`src/rtl/mesi_isc_pkg.sv`:
```
// Shared types and defaults for the MESI ISC broadcast path.
// States, CPU count and default field widths.
package mesi_isc_pkg;

  localparam int CPU_CNT = 4;
  localparam int ADDR_W  = 32;
  localparam int TYPE_W  = 2;
  localparam int ID_W    = 5;
  localparam int STALL_W = 8;

  typedef enum logic [1:0] {
    IDLE,
    ISSUE,
    WAIT_FULL
  } state_t;

  function automatic logic [CPU_CNT-1:0] onehot4(
    input logic [1:0] idx
  );
    return 4'b0001 << idx;
  endfunction

endpackage

```
`src/rtl/mesi_isc_broad_arb_if.sv`:
```
// Request/FIFO-write bundle for the broadcast arbiter.
// master = CPUs + FIFO side, slave = arbiter.
interface mesi_isc_broad_arb_if
  import mesi_isc_pkg::*;
#(
  parameter int ADDR_WIDTH       = ADDR_W,
  parameter int BROAD_TYPE_WIDTH = TYPE_W,
  parameter int BROAD_ID_WIDTH   = ID_W,
  parameter int STALL_CNT_WIDTH  = STALL_W
);

  logic [CPU_CNT-1:0]                  breq_valid_array_i;
  logic [CPU_CNT*ADDR_WIDTH-1:0]       breq_addr_array_i;
  logic [CPU_CNT*BROAD_TYPE_WIDTH-1:0] breq_type_array_i;
  logic                                fifo_status_full_i;
  logic [CPU_CNT-1:0]                  breq_ack_array_o;
  logic                                broad_fifo_wr_o;
  logic [ADDR_WIDTH-1:0]               broad_addr_o;
  logic [BROAD_TYPE_WIDTH-1:0]         broad_type_o;
  logic [1:0]                          broad_cpu_id_o;
  logic [BROAD_ID_WIDTH-1:0]           broad_id_o;
  logic [STALL_CNT_WIDTH-1:0]          stall_cnt_o;

  modport master (
    output breq_valid_array_i,
    output breq_addr_array_i,
    output breq_type_array_i,
    output fifo_status_full_i,
    input  breq_ack_array_o,
    input  broad_fifo_wr_o,
    input  broad_addr_o,
    input  broad_type_o,
    input  broad_cpu_id_o,
    input  broad_id_o,
    input  stall_cnt_o
  );

  modport slave (
    input  breq_valid_array_i,
    input  breq_addr_array_i,
    input  breq_type_array_i,
    input  fifo_status_full_i,
    output breq_ack_array_o,
    output broad_fifo_wr_o,
    output broad_addr_o,
    output broad_type_o,
    output broad_cpu_id_o,
    output broad_id_o,
    output stall_cnt_o
  );

endinterface

```
`src/rtl/mesi_isc_rr_pick4.sv`:
```
// Four-way round-robin pick: first set request at or after ptr.
// Pure combinational; grant is don't-care when any is low.
module mesi_isc_rr_pick4 (
  input  logic [3:0] req,
  input  logic [1:0] ptr,
  output logic [1:0] grant,
  output logic       any
);

  logic [1:0] idx;

  // Scan farthest-first so the nearest set bit wins.
  always_comb begin
    grant = ptr;
    idx   = ptr;
    any   = |req;
    for (int k = 3; k >= 0; k--) begin
      idx = ptr + 2'(k);
      if (req[idx]) grant = idx;
    end
  end

endmodule

```
`src/rtl/mesi_isc_broad_arb.sv`:
```
// Broadcast write-side arbiter: round-robin over four CPUs,
// stamps a rolling ID and issues one FIFO write per grant.
module mesi_isc_broad_arb
  import mesi_isc_pkg::*;
#(
  parameter int ADDR_WIDTH       = ADDR_W,
  parameter int BROAD_TYPE_WIDTH = TYPE_W,
  parameter int BROAD_ID_WIDTH   = ID_W,
  parameter int STALL_CNT_WIDTH  = STALL_W
) (
  input logic              clk,
  input logic              rst,
  mesi_isc_broad_arb_if.slave bus
);

  state_t                      state;
  logic [1:0]                  rr_ptr;
  logic [1:0]                  grant;
  logic                        any;
  logic                        full;
  logic                        do_issue;
  logic [BROAD_ID_WIDTH-1:0]   id_cnt;
  logic [ADDR_WIDTH-1:0]       sel_addr;
  logic [BROAD_TYPE_WIDTH-1:0] sel_type;

  logic [CPU_CNT-1:0]          ack_q;
  logic                        wr_q;
  logic [ADDR_WIDTH-1:0]       addr_q;
  logic [BROAD_TYPE_WIDTH-1:0] type_q;
  logic [1:0]                  cpu_q;
  logic [BROAD_ID_WIDTH-1:0]   bid_q;
  logic [STALL_CNT_WIDTH-1:0]  stall_q;

  assign full = bus.fifo_status_full_i;

  mesi_isc_rr_pick4 u_pick (
    .req   (bus.breq_valid_array_i),
    .ptr   (rr_ptr),
    .grant (grant),
    .any   (any)
  );

  // ISSUE is never an arbitration point: one issue per two cycles.
  always_comb begin
    do_issue = any && !full && (state != ISSUE);
  end

  always_comb begin
    sel_addr = '0;
    sel_type = '0;
    for (int i = 0; i < CPU_CNT; i++) begin
      if (grant == 2'(i)) begin
        sel_addr = bus.breq_addr_array_i[i*ADDR_WIDTH +: ADDR_WIDTH];
        sel_type = bus.breq_type_array_i[i*BROAD_TYPE_WIDTH +: BROAD_TYPE_WIDTH];
      end
    end
  end

  always_ff @(posedge clk or negedge rst) begin
    if (!rst) begin
      state   <= IDLE;
      rr_ptr  <= '0;
      id_cnt  <= '0;
      ack_q   <= '0;
      wr_q    <= 1'b0;
      addr_q  <= '0;
      type_q  <= '0;
      cpu_q   <= '0;
      bid_q   <= '0;
      stall_q <= '0;
    end else begin
      wr_q  <= do_issue;
      ack_q <= do_issue ? onehot4(grant) : '0;
      if (do_issue) begin
        addr_q <= sel_addr;
        type_q <= sel_type;
        cpu_q  <= grant;
        bid_q  <= id_cnt;
        id_cnt <= id_cnt + 1'b1;
        rr_ptr <= grant + 2'd1;
      end
      if (state == WAIT_FULL && full && !(&stall_q))
        stall_q <= stall_q + 1'b1;
      unique case (state)
        IDLE: begin
          if (do_issue) state <= ISSUE;
          else if (any) state <= WAIT_FULL;
        end
        ISSUE: state <= IDLE;
        WAIT_FULL: begin
          if (do_issue) state <= ISSUE;
          else if (!any) state <= IDLE;
        end
        default: state <= IDLE;
      endcase
    end
  end

  assign bus.breq_ack_array_o = ack_q;
  assign bus.broad_fifo_wr_o  = wr_q;
  assign bus.broad_addr_o     = addr_q;
  assign bus.broad_type_o     = type_q;
  assign bus.broad_cpu_id_o   = cpu_q;
  assign bus.broad_id_o       = bid_q;
  assign bus.stall_cnt_o      = stall_q;

endmodule

```
`src/flat_wrapper.sv`:
```
// flat-port wrapper written by rule: the top's interface ports become plain ports
module mesi_isc_broad_arb_flat import mesi_isc_pkg::*;
#(
  parameter int ADDR_WIDTH       = ADDR_W,
  parameter int BROAD_TYPE_WIDTH = TYPE_W,
  parameter int BROAD_ID_WIDTH   = ID_W,
  parameter int STALL_CNT_WIDTH  = STALL_W
)
  (clk, rst, bus_breq_valid_array_i, bus_breq_addr_array_i, bus_breq_type_array_i, bus_fifo_status_full_i, bus_breq_ack_array_o, bus_broad_fifo_wr_o, bus_broad_addr_o, bus_broad_type_o, bus_broad_cpu_id_o, bus_broad_id_o, bus_stall_cnt_o);
  mesi_isc_broad_arb_if #(.ADDR_WIDTH(ADDR_WIDTH), .BROAD_TYPE_WIDTH(BROAD_TYPE_WIDTH), .BROAD_ID_WIDTH(BROAD_ID_WIDTH), .STALL_CNT_WIDTH(STALL_CNT_WIDTH)) bus_i ();
  input logic clk;
  input logic rst;
  input wire logic [$bits(bus_i.breq_valid_array_i)-1:0] bus_breq_valid_array_i;
  input wire logic [$bits(bus_i.breq_addr_array_i)-1:0] bus_breq_addr_array_i;
  input wire logic [$bits(bus_i.breq_type_array_i)-1:0] bus_breq_type_array_i;
  input wire logic [$bits(bus_i.fifo_status_full_i)-1:0] bus_fifo_status_full_i;
  output wire logic [$bits(bus_i.breq_ack_array_o)-1:0] bus_breq_ack_array_o;
  output wire logic [$bits(bus_i.broad_fifo_wr_o)-1:0] bus_broad_fifo_wr_o;
  output wire logic [$bits(bus_i.broad_addr_o)-1:0] bus_broad_addr_o;
  output wire logic [$bits(bus_i.broad_type_o)-1:0] bus_broad_type_o;
  output wire logic [$bits(bus_i.broad_cpu_id_o)-1:0] bus_broad_cpu_id_o;
  output wire logic [$bits(bus_i.broad_id_o)-1:0] bus_broad_id_o;
  output wire logic [$bits(bus_i.stall_cnt_o)-1:0] bus_stall_cnt_o;
  assign bus_i.breq_valid_array_i = bus_breq_valid_array_i;
  assign bus_i.breq_addr_array_i = bus_breq_addr_array_i;
  assign bus_i.breq_type_array_i = bus_breq_type_array_i;
  assign bus_i.fifo_status_full_i = bus_fifo_status_full_i;
  assign bus_breq_ack_array_o = bus_i.breq_ack_array_o;
  assign bus_broad_fifo_wr_o = bus_i.broad_fifo_wr_o;
  assign bus_broad_addr_o = bus_i.broad_addr_o;
  assign bus_broad_type_o = bus_i.broad_type_o;
  assign bus_broad_cpu_id_o = bus_i.broad_cpu_id_o;
  assign bus_broad_id_o = bus_i.broad_id_o;
  assign bus_stall_cnt_o = bus_i.stall_cnt_o;
  mesi_isc_broad_arb #(.ADDR_WIDTH(ADDR_WIDTH), .BROAD_TYPE_WIDTH(BROAD_TYPE_WIDTH), .BROAD_ID_WIDTH(BROAD_ID_WIDTH), .STALL_CNT_WIDTH(STALL_CNT_WIDTH)) u_core (.clk(clk), .rst(rst), .bus(bus_i));
endmodule
```
`config.mk`:
```
export PLATFORM = sky130hd
export DESIGN_NAME = mesi_isc_broad_arb_flat
export DESIGN_NICKNAME = d
export VERILOG_FILES = /design/src/rtl/mesi_isc_pkg.sv /design/src/rtl/mesi_isc_broad_arb_if.sv /design/src/rtl/mesi_isc_rr_pick4.sv /design/src/rtl/mesi_isc_broad_arb.sv /design/src/flat_wrapper.sv
export SDC_FILE = /design/constraint.sdc
export NUM_CORES = 1
export LEC_CHECK = 0
export CORE_ASPECT_RATIO = 0.6
export CORE_MARGIN = 8
export CORE_UTILIZATION = 40
export CTS_BUF_LIST = sky130_fd_sc_hd__clkbuf_16
export CTS_CLUSTER_DIAMETER = 30
export DETAILED_ROUTE_END_ITERATION = 6
export PLACE_DENSITY = 0.83
export SYNTH_ARGS = -nofsm -noshare
export SYNTH_HDL_FRONTEND = slang
export SYNTH_SLANG_ARGS = --single-unit
```
`constraint.sdc`:
```
create_clock -name clk -period 3 [get_ports clk]
set_clock_uncertainty 0.15 [all_clocks]
set_input_delay 0.6 -clock clk [delete_from_list [all_inputs] [get_ports clk]]
set_output_delay 0.6 -clock clk [all_outputs]
set_load 0.02 [all_outputs]
```
==> summary.txt <==
Finish
  – Final #Nets: 791
  – Share of layout cells above drive strength 1: 0.0788
  – Fillcell total: slightly above 700
  – Most frequent cells in the layout: 195 x clkdlybuf4s50_1, 106 x a21oi_1, 63 x dfrtp_1, 40 x nor2_1
  – Fin area: between 6000 and 7000 sq um
  – Register area: between 1500 and 2000 sq um
  – Diode count: 0
  – Commonest non-fill, non-tap cell in the layout: clkdlybuf4s50_1
  – Multi-input logic area: 1790 sq um
  – Finished Layout Cells: between 700 and 800
  – Syn-to-layout area delta: 66.6%

Detailed routing
  – Drt first pass iters: 5
  – Detail Route Antenna Nets: 0
  – DR WL/cell: roughly 17 um
  – DRC Markers: 0
  – Via Count: between 3000 and 4000
  – Total Routed Length: around 13000 um
  – DR iter-0 viols: around 150
  – Number of vias per cell: ~5.2

Placement
  – Gpl congestion: slightly above 0.8
  – Dpl hpwl: roughly 10000 um
  – Dpl ws: -0.132 ns
  – Placed Instances: roughly 750
  – Port buffer count: 196
  – Placed cell areas: 5810 sq um

Clock tree
  – # clock sinks: 63
  – H-Tree Depth: 3
  – Post-cts sizing count: 0
  – Cts bufs inserted: 9
  – Post-CTS Repair Setup Buffers: 0
  – CTS tree: yes
  – Worst-Skew Late Latency: around 0.32 ns
  – Cts hold-fix bufs: 0
  – Clk root buf: clkbuf_16
  – Clk slew on worst S/H paths: roughly 0.05 ns
  – Clk buf depth: 2

Yosys
  – Yosys cell types: 36
  – Yosys reg bits: between 60 and 70
  – Synthesized Nets: about 600
  – Area contributors post-synth: dfrtp_1 43%, a21oi_1 14%, a22oi_1 7.0%, o21ai_0 4.5%, nor2_1 4.1%
  – Post-synth top area share: 0.430
  – Cells after synthesis: ~450
  – Post-synthesis sequential area ratio: 0.430
  – Yosys warnings: 0
  – Dominant cell type by area after synthesis: dfrtp_1
  – Average cell area after synthesis: between 8 and 9 sq um
  – Syn Std Cell Area: 3670 sq um

STA
  – Setup TNS: 0 ns
  – Rel. slew slack: 0.671
  – Final Max Tran Viols: 0
  – Min cycle time layout: about 2.8 ns
  – Final Setup Violations: 0
  – Final Hold Viols: 0
  – Worst Tran Pin Value: 0.494 ns
  – Period Utilization, post-route: 0.936
  – F_max: 356 MHz
  – Fin worst setup slack: 0.193 ns

Setup path
  – Critical Path Start Type: input pin
  – Class of the most critical setup path: in2reg
  – Max FO, Critical Path: 21
  – Critical Path RT: 3.04 ns
  – CP cell instances: clkdlybuf4s50_1 > nor2b_1 > o21ai_0 > o211ai_1 > inv_1 > ha_2 > buf_4 > a21oi_1 > o21ai_1 > a22oi_1 > a21oi_1
  – Slowest cell delay on critical path: about 0.53 ns
  – Critical Path Most Common Cell: a21oi_1
  – Buf+Inv Stages, Crit Path: 3
  – Slowest CP cell: clkdlybuf4s50_1
  – Crit-path leading delay family: buffers and inverters
  – Reg2reg setup slack: 0.62 ns
  – Arr. time, crit path: between 2 and 3 ns
  – Critical Path Sink Type: flip-flop

Global routing
  – Vias in the first global route: between 4000 and 5000
  – Pin count of the biggest net entering global routing: 46
  – Gr usage total: 0.200
  – Initial antenna violation count: 0
  – Global-route wire length before repair: 20400 um
  – GRT overflow: 0

Run status
  – Status: complete, no violations

Pwr
  – Switch share: 0.398
  – Clock Power Share: 0.191
  – Logic pwr share: 0.532
  – Power after layout: ~0.0052 W
  – Int Pwr: ~0.0032 W
  – Switch Pwr: ~0.0021 W
  – Pwr per Cell Area: around 860 nW/um^2
  – Worst IR Drop VDD: between 0.3 and 0.4 mV
  – Leakage Power: roughly 2.6 nW
  – Flop pwr share: 0.277

Floorplanning
  – Die ar.: ~13000 sq um
  – # IOs: roughly 200
  – Core ar.: about 9100 sq um
  – Die Y: about 90 um
  – Cell Rows: 27
  – Initial Util: 0.405
  – Die Width: 140 um

Worst hold path
  – Worst Hold Class: in2async

Run
  – Max cap viols: 0
## power by group through the flow
stage,registers (W),clock network [W],logic (W)
after floorplan,0.00177,0,0.00120
after global placement,0.00144,0,0.00273
after detailed placement,0.00146,0,0.00279
after CTS,0.00145,0.00103,0.00280
after global routing,0.00150,0.00106,0.00304
final,0.00145,0.00100,0.00279
## synthesized netlist by cell type
library cell and instances:
nand2b_1 1, or3_1 1, ha_1 6, and3b_1 1
nor2b_1 5, and2_1 5, nand3_1 2, buf_1 1
and4_1 1, o21ai_1 5, a22oi_1 34, nor4_2 1
o21bai_1 1, mux2_1 1, buf_4 3, nand2_1 39
dfrtp_1 63, clkbuf_1 23, nor2_1 40, nand4_2 1
nor3_1 3, nor3b_1 1, inv_1 38, xor2_1 4
nor3_4 1, mux2i_1 2, o21ai_0 33, a21oi_1 106
a31oi_1 1, nor4_4 1, o211ai_1 1, buf_2 11
nand4_1 4, a21boi_0 1, xnor2_1 3, mux2_2 9
## sequential cells by signal, summed over array words and instances (netlist names)
signal and flops:
u_core.bus.breq_ack_array_o 4, u_core.bus.stall_cnt_o 8, u_core.bus.broad_fifo_wr_o 1, u_core.state 2
u_core.bus.broad_id_o 5, u_core.rr_ptr 2, u_core.bus.broad_type_o 2, u_core.bus.broad_addr_o 32
u_core.id_cnt 5, u_core.bus.broad_cpu_id_o 2
## cell families (layout without fill, tap and decap cells)
logic type / Yosys count / in the layout / share of synthesized area
compound gates: 182 / 182 / 0.274
flops: 63 / 63 / 0.430
xor+xnor: 7 / 7 / 0.0167
buf+inv: 76 / 270 / 0.0846
mux: 12 / 12 / 0.0361
simple gates: 107 / 107 / 0.139
fa+ha+maj: 6 / 6 / 0.0205
## layer usage
| metal | up-vias | GRT usage | share of wire |
|---|---|---|---|
| met3 | 13 | 0.0818 | 0.092 |
| met1 | 1831 | 0.230 | 0.41 |
| met5 | - | 0 | 0 |
| met2 | 161 | 0.341 | 0.48 |
| li1 | 1938 | - | - |
| met4 | 0 | 0.0539 | 0.011 |
## stage by stage
step                hold WS (ns)  utilization
finish                    0.0847        0.675
CTS                       0.0910        0.674
floorplan                  0.154            -
detailed placement         0.318        0.642
global route               0.116        0.675
global placement           0.303        0.642
## path summary, 6_finish.rpt
| kind | to | cells past startpoint | from |
|---|---|---|---|
| setup reg to reg | u_core.bus.broad_type_o[0] | 10 | u_core.rr_ptr[1] |
| max in group asynchronous | u_core.bus.broad_addr_o[5] | 2 | rst |
| setup / recovery | u_core.bus.broad_type_o[0] | 11 | bus_breq_valid_array_i[0] |
| hold / removal | u_core.bus.stall_cnt_o[7] | 1 | rst |
| hold reg to reg | u_core.id_cnt[4] | 1 | u_core.id_cnt[4] |
| min in group clk | u_core.id_cnt[4] | 1 | u_core.id_cnt[4] |
## area by class of cell
| type | count | area share |
|---|---|---|
| Timing Repair Buffer | 216 | 0.355 |
| Multi-Input combinational cell | 314 | 0.293 |
| Sequential cell | 63 | 0.258 |
| Clock buffer | 9 | 0.0368 |
| Tap cell | 116 | 0.0237 |
| Inverter | 38 | 0.0233 |
| Clock inverter | 7 | 0.0106 |
Power figures use the tool's default switching activity.
